## src/rtl/bgm_pkg.sv

```systemverilog
// rtl/bgm_pkg.sv - shared state type, silence word and per-track tables for the BGM sequencer
package bgm_pkg;

  typedef enum logic [2:0] {
    ST_IDLE,
    ST_LOAD,
    ST_WAIT,
    ST_PLAY,
    ST_DONE
  } bgm_state_t;

  localparam int MAX_TRACKS = 8;
  localparam int DIV_W      = 8;
  localparam int unsigned SILENCE_TONE = 50000000;

  // Tables are built so that BASE + LEN never exceeds the note-ROM depth.
  localparam int TRK_BASE [MAX_TRACKS] = '{0, 8, 16, 32, 40, 64, 100, 4000};
  localparam int TRK_LEN  [MAX_TRACKS] = '{3, 2, 4, 1, 5, 2, 3, 8};
  localparam int TRK_DIV  [MAX_TRACKS] = '{8, 6, 4, 5, 7, 4, 9, 6};
  localparam bit TRK_LOOP [MAX_TRACKS] = '{1'b1, 1'b0, 1'b1, 1'b1, 1'b0, 1'b1, 1'b1, 1'b0};

endpackage

```

## src/rtl/bgm_beat_timer.sv

```systemverilog
// rtl/bgm_beat_timer.sv - beat divider counting 0..last with a registered one-cycle beat pulse
module bgm_beat_timer
  import bgm_pkg::*;
(
  input  logic             i_clk,
  input  logic             i_rst_n,
  input  logic             i_clr,
  input  logic             i_run,
  input  logic [DIV_W-1:0] i_last,
  output logic             o_wrap,
  output logic             o_beat_tick
);

  logic [DIV_W-1:0] r_cnt;
  logic             r_tick;

  // A clear in the wrap cycle suppresses the beat so a restart always wins.
  assign o_wrap      = i_run && !i_clr && (r_cnt == i_last);
  assign o_beat_tick = r_tick;

  always_ff @(posedge i_clk or negedge i_rst_n) begin
    if (!i_rst_n) begin
      r_cnt  <= '0;
      r_tick <= 1'b0;
    end else begin
      r_tick <= o_wrap;
      if (i_clr || !i_run || o_wrap) begin
        r_cnt <= '0;
      end else begin
        r_cnt <= r_cnt + 1'b1;
      end
    end
  end

endmodule

```

## src/rtl/bgm_sequencer.sv

```systemverilog
// rtl/bgm_sequencer.sv - background-music sequencer stepping a note ROM per beat for the selected track
module bgm_sequencer
  import bgm_pkg::*;
#(
  parameter int          NUM_TRACKS = 8,
  parameter int          ADDR_W     = 12,
  parameter int          FREQ_W     = 26,
  parameter int unsigned SILENCE    = SILENCE_TONE
) (
  input  logic                          clk,
  input  logic                          rst,
  input  logic                          en,
  input  logic [$clog2(NUM_TRACKS)-1:0] track_sel,
  input  logic                          mute,
  output logic                          rom_rd,
  output logic [ADDR_W-1:0]             rom_addr,
  input  logic [FREQ_W-1:0]             rom_toneL,
  input  logic [FREQ_W-1:0]             rom_toneR,
  output logic [FREQ_W-1:0]             freqL,
  output logic [FREQ_W-1:0]             freqR,
  output logic                          beat_tick,
  output logic                          track_done
);

  localparam int SEL_W = $clog2(NUM_TRACKS);
  localparam logic [FREQ_W-1:0] SIL = FREQ_W'(SILENCE);

  bgm_state_t        r_state;
  logic [SEL_W-1:0]  r_sel_prev;
  logic              r_en_prev;
  logic [ADDR_W-1:0] r_beat;
  logic              r_rom_rd;
  logic [ADDR_W-1:0] r_rom_addr;
  logic [FREQ_W-1:0] r_freq_l;
  logic [FREQ_W-1:0] r_freq_r;
  logic [FREQ_W-1:0] r_hold_l;
  logic [FREQ_W-1:0] r_hold_r;
  logic              r_done;

  logic              w_valid;
  logic              w_restart;
  logic              w_clr;
  logic              w_run;
  logic              w_wrap;
  logic              w_tick;
  logic [DIV_W-1:0]  w_div_last;

  // r_sel_prev is the playing track: any change of track_sel forces a restart.
  assign w_valid    = en && (int'(track_sel) < NUM_TRACKS);
  assign w_restart  = w_valid && ((en && !r_en_prev) || (track_sel != r_sel_prev));
  assign w_clr      = !w_valid || w_restart;
  assign w_run      = (r_state == ST_LOAD) || (r_state == ST_WAIT) || (r_state == ST_PLAY);
  assign w_div_last = DIV_W'(TRK_DIV[r_sel_prev] - 1);

  bgm_beat_timer u_beat_timer (
    .i_clk       (clk),
    .i_rst_n     (rst),
    .i_clr       (w_clr),
    .i_run       (w_run),
    .i_last      (w_div_last),
    .o_wrap      (w_wrap),
    .o_beat_tick (w_tick)
  );

  always_ff @(posedge clk or negedge rst) begin
    if (!rst) begin
      r_state    <= ST_IDLE;
      r_sel_prev <= '0;
      r_en_prev  <= 1'b0;
      r_beat     <= '0;
      r_rom_rd   <= 1'b0;
      r_rom_addr <= '0;
      r_freq_l   <= SIL;
      r_freq_r   <= SIL;
      r_hold_l   <= SIL;
      r_hold_r   <= SIL;
      r_done     <= 1'b0;
    end else begin
      r_en_prev  <= en;
      r_sel_prev <= track_sel;
      r_rom_rd   <= 1'b0;

      // Tone output follows the state held during this cycle; mute only masks it.
      case (r_state)
        ST_LOAD, ST_PLAY: begin
          r_freq_l <= mute ? SIL : r_hold_l;
          r_freq_r <= mute ? SIL : r_hold_r;
        end
        ST_WAIT: begin
          r_hold_l <= rom_toneL;
          r_hold_r <= rom_toneR;
          r_freq_l <= mute ? SIL : rom_toneL;
          r_freq_r <= mute ? SIL : rom_toneR;
        end
        default: begin
          r_freq_l <= SIL;
          r_freq_r <= SIL;
        end
      endcase

      if (!w_valid) begin
        r_state <= ST_IDLE;
        r_done  <= 1'b0;
      end else if (w_restart || (r_state == ST_IDLE)) begin
        r_state    <= ST_LOAD;
        r_beat     <= '0;
        r_done     <= 1'b0;
        r_rom_rd   <= 1'b1;
        r_rom_addr <= ADDR_W'(TRK_BASE[track_sel]);
      end else begin
        case (r_state)
          ST_LOAD: r_state <= ST_WAIT;
          ST_WAIT: r_state <= ST_PLAY;
          ST_PLAY: begin
            if (w_wrap) begin
              if (r_beat < ADDR_W'(TRK_LEN[r_sel_prev] - 1)) begin
                r_state    <= ST_LOAD;
                r_beat     <= r_beat + 1'b1;
                r_rom_rd   <= 1'b1;
                r_rom_addr <= ADDR_W'(TRK_BASE[r_sel_prev]) + r_beat + 1'b1;
              end else if (TRK_LOOP[r_sel_prev]) begin
                r_state    <= ST_LOAD;
                r_beat     <= '0;
                r_rom_rd   <= 1'b1;
                r_rom_addr <= ADDR_W'(TRK_BASE[r_sel_prev]);
              end else begin
                r_state <= ST_DONE;
                r_done  <= 1'b1;
              end
            end
          end
          default: r_state <= r_state;
        endcase
      end
    end
  end

  assign rom_rd     = r_rom_rd;
  assign rom_addr   = r_rom_addr;
  assign freqL      = r_freq_l;
  assign freqR      = r_freq_r;
  assign beat_tick  = w_tick;
  assign track_done = r_done;

endmodule

```

## config.mk

```make
export PLATFORM = sky130hd
export DESIGN_NAME = bgm_sequencer
export DESIGN_NICKNAME = d
export VERILOG_FILES = /design/src/rtl/bgm_pkg.sv /design/src/rtl/bgm_beat_timer.sv /design/src/rtl/bgm_sequencer.sv
export SDC_FILE = /design/constraint.sdc
export NUM_CORES = 1
export LEC_CHECK = 0
export CORE_ASPECT_RATIO = 2
export CORE_UTILIZATION = 45
export DETAILED_ROUTE_END_ITERATION = 8
export GPL_TIMING_DRIVEN = 0
export MAX_ROUTING_LAYER = met4
export PLACE_DENSITY = 0.7
export SLEW_MARGIN = 10
export SYNTH_ARGS = -nofsm -noshare
export SYNTH_HDL_FRONTEND = slang
export SYNTH_SLANG_ARGS = --single-unit
```

## constraint.sdc

```tcl
create_clock -name clk -period 4.92 [get_ports clk]
set_input_delay 0.984 -clock clk [delete_from_list [all_inputs] [get_ports clk]]
set_output_delay 0.984 -clock clk [all_outputs]
set_load 0.02 [all_outputs]
```

==> summary.txt, run 1 <==
Die
  • Die area: 0.0159 mm^2
  • Rows: 63
  • Die Span Y: 177 um
  • Ports: 126
  • Horiz. Die Dim: 89.6 um
  • Core box area: 0.0149 mm^2
  • Starting Density: 0.464

Synthesis
  • Mapped Avg Cell Area: 9.63 um^2
  • Synth cell types: 64
  • Async SR Flop Fraction: 1.00
  • YS warnings: 0
  • Top area cells in the synthesized netlist: dfrtp_1 (35%), dfstp_2 (18%), nand2_1 (11%)
  • Synthesized area: 0.00691 mm^2
  • Syn nets: 800
  • Primary FF master, synth: dfrtp_1
  • Top cells by count, synth: nand2_1 (210), dfrtp_1 (96), a21oi_1 (52)
  • Yosys top cell area share: 0.348
  • Synth Area in XOR/XNOR: 0.0264
  • Synth area leader: dfrtp_1
  • Synth Area in Compound Gates: 0.134
  • Yosys reg bits: 144
  • Main combinational cell family by area after synthesis: simple AND/OR/NAND/NOR gates
  • Simple-gate area share of the yosys netlist: 0.207
  • Seq/Total Area, Yosys: 0.530
  • Number of synthesized flops with an enable pin: 0
  • Mux cell area share after synthesis: 0.0216
  • Synth Area in Adders: 0.0435
  • Count leader, synth: nand2_1
  • Post-synthesis cell count: 717

Finish
  • Area growth from synthesis to layout: 30.6%
  • Share of post-route cells with drive strength above 1: 0.121
  • Final #Nets: 945
  • Post-layout util: 0.606
  • # diodes: 0

Critical path
  • Worst path required time: 5.22 ns
  • CP endpoint: rom_addr[8]$_DFFE_PN0P_
  • Reg-to-Reg Start: r_sel_prev[0]$_DFF_PN0_
  • CP max FO: 10
  • Worst setup path start: r_sel_prev[0]$_DFF_PN0_
  • FF-to-FF setup slack: 0.95 ns
  • Crit Reg-Reg Endpoint: rom_addr[8]$_DFFE_PN0P_
  • Worst Setup End Kind: flop
  • WS Path Type: flop to flop
  • WP data arrival: 4.28 ns
  • Setup crit start kind: flop
  • Path depth of the worst reg2reg path: 16

Clock tree
  • Post-cts hold buffer count: 0
  • CTS resizes: 0
  • Total CTS buffers: 17
  • H-tree Lvls: 4
  • Root buf cell: clkbuf_16
  • Sink Count: 144
  • CTS tree: done
  • CTS clk-pin slew, worst paths: 0.06 ns
  • Skew-Pair Late Insertion Delay: 0.42 ns
  • Buffers from clock root to sink, at most: 2
  • # Post-CTS Setup Buffers: 0

Detailed routing
  • DR pass1 iterations: 6
  • Vias per cell: 5.43
  • Drt total wl: 18500 um
  • Initial DRC count: 321
  • DRC violations left: 0
  • Routed WL per cell: 17.3 um
  • Final antenna-violating net count: 0
  • Via count: 5807

Place
  • Port Buf Inserts: 125
  • GPL Wtd Cong: 0.895
  • Place WS: 0.972 ns
  • HPWL Detailed: 13800 um

Power
  • Leak: 4.00 nW
  • Comb power frac: 0.170
  • Reg power frac: 0.449
  • Internal power: 2.44 mW
  • Total Power: 3.34 mW
  • Psw: 0.907 mW
  • Max VDD drop: 259 uV
  • Pwr Density: 371 mW/mm^2
  • Sw Share: 0.271
  • Clock power frac: 0.381

STA
  • Min Tclk post-route: 3.97 ns
  • Period utilization: 0.808
  • Worst-margin pin slew: 0.643 ns
  • Hold Fails Final Rpt: 0
  • Unrepaired setup endpoints after global routing: no
  • Max-Slew Margin vs Limit: 0.572
  • Worst setup margin: 0.946 ns
  • Setup TNS: 0 ns
  • Fin. max-slew vios: 0
  • Clock skew: 0.00598 ns
  • Achievable frequency: 252 MHz
  • Final setup violation count: 0

GRT
  • GRT Residual Overflow: 0
  • First-pass GRT wire length: 29300 um
  • Largest net degree at the start of global routing: 87
  • GRT Util Overall: 0.255
  • Initial antenna violation count: 0
  • Number of global-route vias before repair: 6135

Hold path
  • Hold depth: 2
  • HP Class: flop to flop

Run status
  • Status: complete, no violations

Job
  • Number of max-cap violations: 0
## per-stage QoR
stage | cells | hold WS, ns | area [um^2]
after global routing | 1070 | 0.468 | 9020
after floorplan | 717 | 0.439 | 6910
after global placement | 1037 | 0.447 | 8400
after detailed placement | 1038 | 0.449 | 8430
final | 1070 | 0.458 | 9020
after CTS | 1070 | 0.458 | 9020
## flip-flops by register name, summed over array words and instances (netlist names)
register	flops
u_beat_timer.o_beat_tick	1
r_en_prev	1
freqR	26
r_beat	12
rom_rd	1
track_done	1
rom_addr	10
r_hold_l	26
r_hold_r	26
r_sel_prev	3
r_state	3
u_beat_timer.r_cnt	8
freqL	26
## worst min-delay path by stage
stage	to	from
4_1_cts	r_hold_l[21]$_DFFE_PN1P_	r_hold_l[21]$_DFFE_PN1P_
6_report	r_hold_r[21]$_DFFE_PN1P_	r_hold_r[21]$_DFFE_PN1P_
3_3_place_gp	r_hold_r[20]$_DFFE_PN1P_	r_hold_r[20]$_DFFE_PN1P_
2_1_floorplan	r_hold_l[12]$_DFFE_PN1P_	r_hold_l[12]$_DFFE_PN1P_
5_1_grt	r_hold_l[21]$_DFFE_PN1P_	r_hold_l[21]$_DFFE_PN1P_
3_5_place_dp	r_hold_l[21]$_DFFE_PN1P_	r_hold_l[21]$_DFFE_PN1P_
## cells in the final DEF (no fill, tap or decap), types with 4 or more instances in the layout
cell	n
a211oi_1	6
a21o_1	6
a21oi_1	52
a2bb2oi_1	7
a31oi_1	9
and2_1	7
and3_1	6
buf_1	7
buf_6	4
clkbuf_1	27
clkbuf_16	18
clkdlybuf4s50_1	124
dfrtp_1	96
dfstp_2	48
ha_1	24
inv_1	14
inv_4	5
mux2_1	6
mux2i_1	4
nand2_1	210
nand2b_1	28
nand3_1	9
nand4_1	6
nor2_1	22
nor2b_1	6
nor3_1	7
o21ai_0	13
o22ai_1	24
xnor2_1	12
xor2_1	7
## worst max-delay path, stage by stage, from the launching register on
cell and delay (ns):
dfrtp_1 0.43, buf_6 0.18, inv_1 0.09, ha_1 0.29
clkbuf_1 0.19, nand2b_1 0.21, nor2_1 0.12, xor2_1 0.18
a32oi_1 0.08, ha_1 0.31, a211oi_1 0.23, nand3_1 0.18
or2_1 0.26, clkbuf_1 0.25, a21oi_1 0.45, a31oi_1 0.14
mux2_4 0.28
## layout make-up
class                   instances  area [um^2]
fillers                      1233         5880
flip-flops and latches        144         3660
multi-input cells             517         2980
repair buffers                126         1280
clock buffers                  22          495
well taps                     195          244
plain buffers                  41          203
clock inverters                10         95.1
inverters                      15         58.8
## layer usage
metal	up-vias	routed length, um	track usage
met2	215	10400	0.458
li1	2728	-	-
met3	53	827	0.0448
met5	-	0	-
met4	0	854	0.141
met1	2811	6480	0.248
## power by group through the flow
| stage | registers, mW | clock network (mW) | logic (mW) |
|---|---|---|---|
| floorplan | 1.55 | 0 | 0.273 |
| global placement | 1.51 | 0 | 0.548 |
| detailed placement | 1.52 | 0 | 0.570 |
| CTS | 1.50 | 1.30 | 0.575 |
| global route | 1.52 | 1.35 | 0.635 |
| finish | 1.50 | 1.27 | 0.569 |
## cells by family after synthesis
logic type / count (synthesis)
multiplexers: 13
AND/OR/NAND/NOR: 315
buffers and inverters: 56
AO/OA/AOI/OAI: 145
flip-flops: 144
XOR/XNOR: 20
adder cells (fa/ha/maj): 24
Note: power is estimated with default switching activity, not from simulation.
==> run 2: changes to the inputs <==
==> constraint.sdc (replaced) <==
create_clock -name clk -period 4.1 [get_ports clk]
set_input_delay 0.82 -clock clk [delete_from_list [all_inputs] [get_ports clk]]
set_output_delay 0.82 -clock clk [all_outputs]
set_load 0.02 [all_outputs]
==> summary.txt, run 2 (same netlist as run 1, synthesis figures left out) <==
Die
  • Die Span Y: 177 um (unchanged)
  • Die area: 0.0159 mm^2 (unchanged)
  • Horiz. Die Dim: 89.6 um (unchanged)
  • Starting Density: 0.464 (unchanged)
  • Ports: 126 (unchanged)
  • Rows: 63 (unchanged)
  • Core box area: 0.0149 mm^2 (unchanged)

STA
  • Final setup violation count: 0 (unchanged)
  • Min Tclk post-route: 3.83 ns (was 3.97 ns)
  • Unrepaired setup endpoints after global routing: yes (was no)
  • Period utilization: 0.933 (was 0.808)
  • Final hold slack: 0.392 ns (was 0.458 ns)
  • Max-Slew Margin vs Limit: 0.584 (was 0.572)
  • Fin. max-slew vios: 0 (unchanged)
  • Achievable frequency: 261 MHz (was 252 MHz)
  • Clock skew: 0.00613 ns (was 0.00598 ns)
  • Hold Fails Final Rpt: 0 (unchanged)
  • Worst-margin pin slew: 0.624 ns (was 0.643 ns)

Place
  • Placed inst area: 0.00843 mm^2 (unchanged)
  • GPL Wtd Cong: 0.895 (unchanged)
  • Port Buf Inserts: 125 (unchanged)
  • HPWL Detailed: 13800 um (unchanged)
  • Post-Place Cells: 1038 (unchanged)

Critical path
  • Worst path cell trace: buf_2 > inv_1 > ha_1 > nand2b_1 > nor2_1 > xor2_1 > a32oi_1 > ha_1 > a211oi_1 > nand3_1 > or2_1 > clkbuf_1 > a21oi_1 > o21ai_0 > mux2_1 (was buf_6 > inv_1 > ha_1 > clkbuf_1 > nand2b_1 > nor2_1 > xor2_1 > a32oi_1 > ha_1 > a211oi_1 > nand3_1 > or2_1 > clkbuf_1 > a21oi_1 > a31oi_1 > mux2_4)
  • FF-to-FF setup slack: 0.27 ns (was 0.95 ns)
  • Crit Reg-Reg Endpoint: rom_addr[2]$_DFFE_PN0P_ (was rom_addr[8]$_DFFE_PN0P_)
  • CP bufs+invs: 3 (was 4)
  • WP data arrival: 4.12 ns (was 4.28 ns)
  • Worst Setup End Kind: flop (unchanged)
  • Worst path required time: 4.40 ns (was 5.22 ns)
  • CP max FO: 10 (unchanged)
  • Setup crit start kind: flop (unchanged)
  • WS Path Type: flop to flop (unchanged)
  • Path depth of the worst reg2reg path: 15 (was 16)
  • CP max stage delay: 0.40 ns (was 0.45 ns)
  • Reg-to-Reg Start: r_sel_prev[1]$_DFF_PN0_ (was r_sel_prev[0]$_DFF_PN0_)
  • CP max-delay cell: ha_1 (was a21oi_1)
  • Top delay family on crit path: simple AND/OR/NAND/NOR gates (was compound AO/OA/AOI/OAI gates)
  • Most frequent cell on the critical path: ha_1

Detailed routing
  • Metal-1 WL: 6500 um (was 6480 um)
  • DR pass1 iterations: 5 (was 6)
  • Final antenna-violating net count: 0 (unchanged)
  • Initial DRC count: 327 (was 321)
  • Drt total wl: 18500 um (about the same)
  • Topmost layer with routed signal wires: met4 (unchanged)
  • Routed WL per cell: 17.3 um (about the same)
  • Vias per cell: 5.44 (was 5.43)
  • Via count: 5812 (was 5807)
  • DR WL met2: 10300 um (was 10400 um)
  • Met3 wire length: 769 um (was 827 um)
  • DRC violations left: 0 (unchanged)

Finish
  • Fill cells: 1232 (was 1233)
  • Share of post-route cells with drive strength above 1: 0.124 (was 0.121)
  • Post-layout util: 0.606 (about the same)
  • Most frequent cells in the layout: nand2_1 (210), clkdlybuf4s50_1 (124), dfrtp_1 (96), a21oi_1 (51), dfstp_2 (48) (was nand2_1 (210), clkdlybuf4s50_1 (124), dfrtp_1 (96), a21oi_1 (52), dfstp_2 (48))
  • Final #Nets: 944 (was 945)
  • Non-Filler Instances: 1069 (was 1070)
  • # diodes: 0 (unchanged)
  • Commonest non-fill, non-tap cell in the layout: nand2_1 (unchanged)
  • Area growth from synthesis to layout: 30.8% (was 30.6%)
  • Post-Layout Inst Area: 0.00903 mm^2 (was 0.00902 mm^2)

Run status
  • Status: complete, no violations (unchanged)

Clock tree
  • Root buf cell: clkbuf_16 (unchanged)
  • Total CTS buffers: 17 (unchanged)
  • CTS tree: done (unchanged)
  • Sink Count: 144 (unchanged)
  • H-tree Lvls: 4 (unchanged)
  • Skew-Pair Late Insertion Delay: 0.42 ns (about the same)
  • CTS resizes: 0 (unchanged)
  • CTS clk-pin slew, worst paths: 0.06 ns (about the same)
  • # Post-CTS Setup Buffers: 0 (unchanged)
  • Buffers from clock root to sink, at most: 2 (unchanged)
  • Post-cts hold buffer count: 0 (unchanged)

GRT
  • Largest net degree at the start of global routing: 87 (unchanged)
  • Initial antenna violation count: 0 (unchanged)
  • GRT Util Overall: 0.255 (unchanged)
  • GRT Residual Overflow: 0 (unchanged)
  • Number of global-route vias before repair: 6135 (unchanged)
  • First-pass GRT wire length: 29300 um (unchanged)

Power
  • Max VDD drop: 313 uV (was 259 uV)
  • Pwr Density: 445 mW/mm^2 (was 371 mW/mm^2)
  • Total Power: 4.02 mW (was 3.34 mW)
  • Leak: 4.00 nW (about the same)

Hold path
  • HP Class: input port to asynchronous set/reset pin (was flop to flop)

Job
  • Number of max-cap violations: 0 (unchanged)
-- run 2: cell count changes in the layout (fill, tap and decap cells not counted), sizes merged --
cell / delta
clkbuf: -1
-- run 2: final cells by class --
class | instances | area [um^2] | area share
plain buffers | 40 | 199 | 0.0220
well taps | 195 | 244 | 0.0270
flip-flops and latches | 144 | 3660 | 0.406
multi-input cells | 517 | 3000 | 0.332
clock buffers | 22 | 495 | 0.0549
clock inverters | 10 | 95.1 | 0.0105
repair buffers | 126 | 1280 | 0.142
inverters | 15 | 58.8 | 0.00651
-- run 2: routing by layer --
layer	track usage	vias to the layer above
li1	-	2724
met3	0.0448	54
met4	0.141	0
met2	0.458	210
met1	0.248	2824
met5	-	-
-- run 2: worst max-delay path by stage --
stage | start | to | cells past startpoint
2_1_floorplan | r_sel_prev[0]$_DFF_PN0_ | rom_addr[7]$_DFFE_PN0P_ | 17
3_3_place_gp | rst | rom_rd$_DFF_PN0_ | 1
3_5_place_dp | r_sel_prev[1]$_DFF_PN0_ | rom_addr[8]$_DFFE_PN0P_ | 16
4_1_cts | r_sel_prev[1]$_DFF_PN0_ | rom_addr[8]$_DFFE_PN0P_ | 16
5_1_grt | r_sel_prev[1]$_DFF_PN0_ | rom_addr[10]$_DFFE_PN0P_ | 15
6_report | r_sel_prev[1]$_DFF_PN0_ | rom_addr[2]$_DFFE_PN0P_ | 15
-- run 2: worst reg2reg max path, stage by stage (launching register included) --
cell and delay, ns:
dfrtp_1 0.37, buf_2 0.22, inv_1 0.12, ha_1 0.40
nand2b_1 0.21, nor2_1 0.12, xor2_1 0.19, a32oi_1 0.08
ha_1 0.31, a211oi_1 0.22, nand3_1 0.19, or2_1 0.27
clkbuf_1 0.27, a21oi_1 0.32, o21ai_0 0.11, mux2_1 0.31
-- run 2: power by group --
part | leakage (nW) | switching [mW] | total (mW) | internal, mW
sequential | 1.71 | 0.112 | 1.80 | 1.69
clock | 0.298 | 0.603 | 1.53 | 0.925
combinational | 1.99 | 0.375 | 0.686 | 0.311
total | 4.00 | 1.09 | 4.02 | 2.93
-- run 2: through the flow --
stage	setup TNS [ns]	setup slack [ns]
2_1_floorplan	0	0.696
3_5_place_dp	0	0.152
5_1_grt	-0.0527	-0.0295
4_1_cts	0	0.127
3_3_place_gp	-369.10	-3.14
6_report	0	0.275
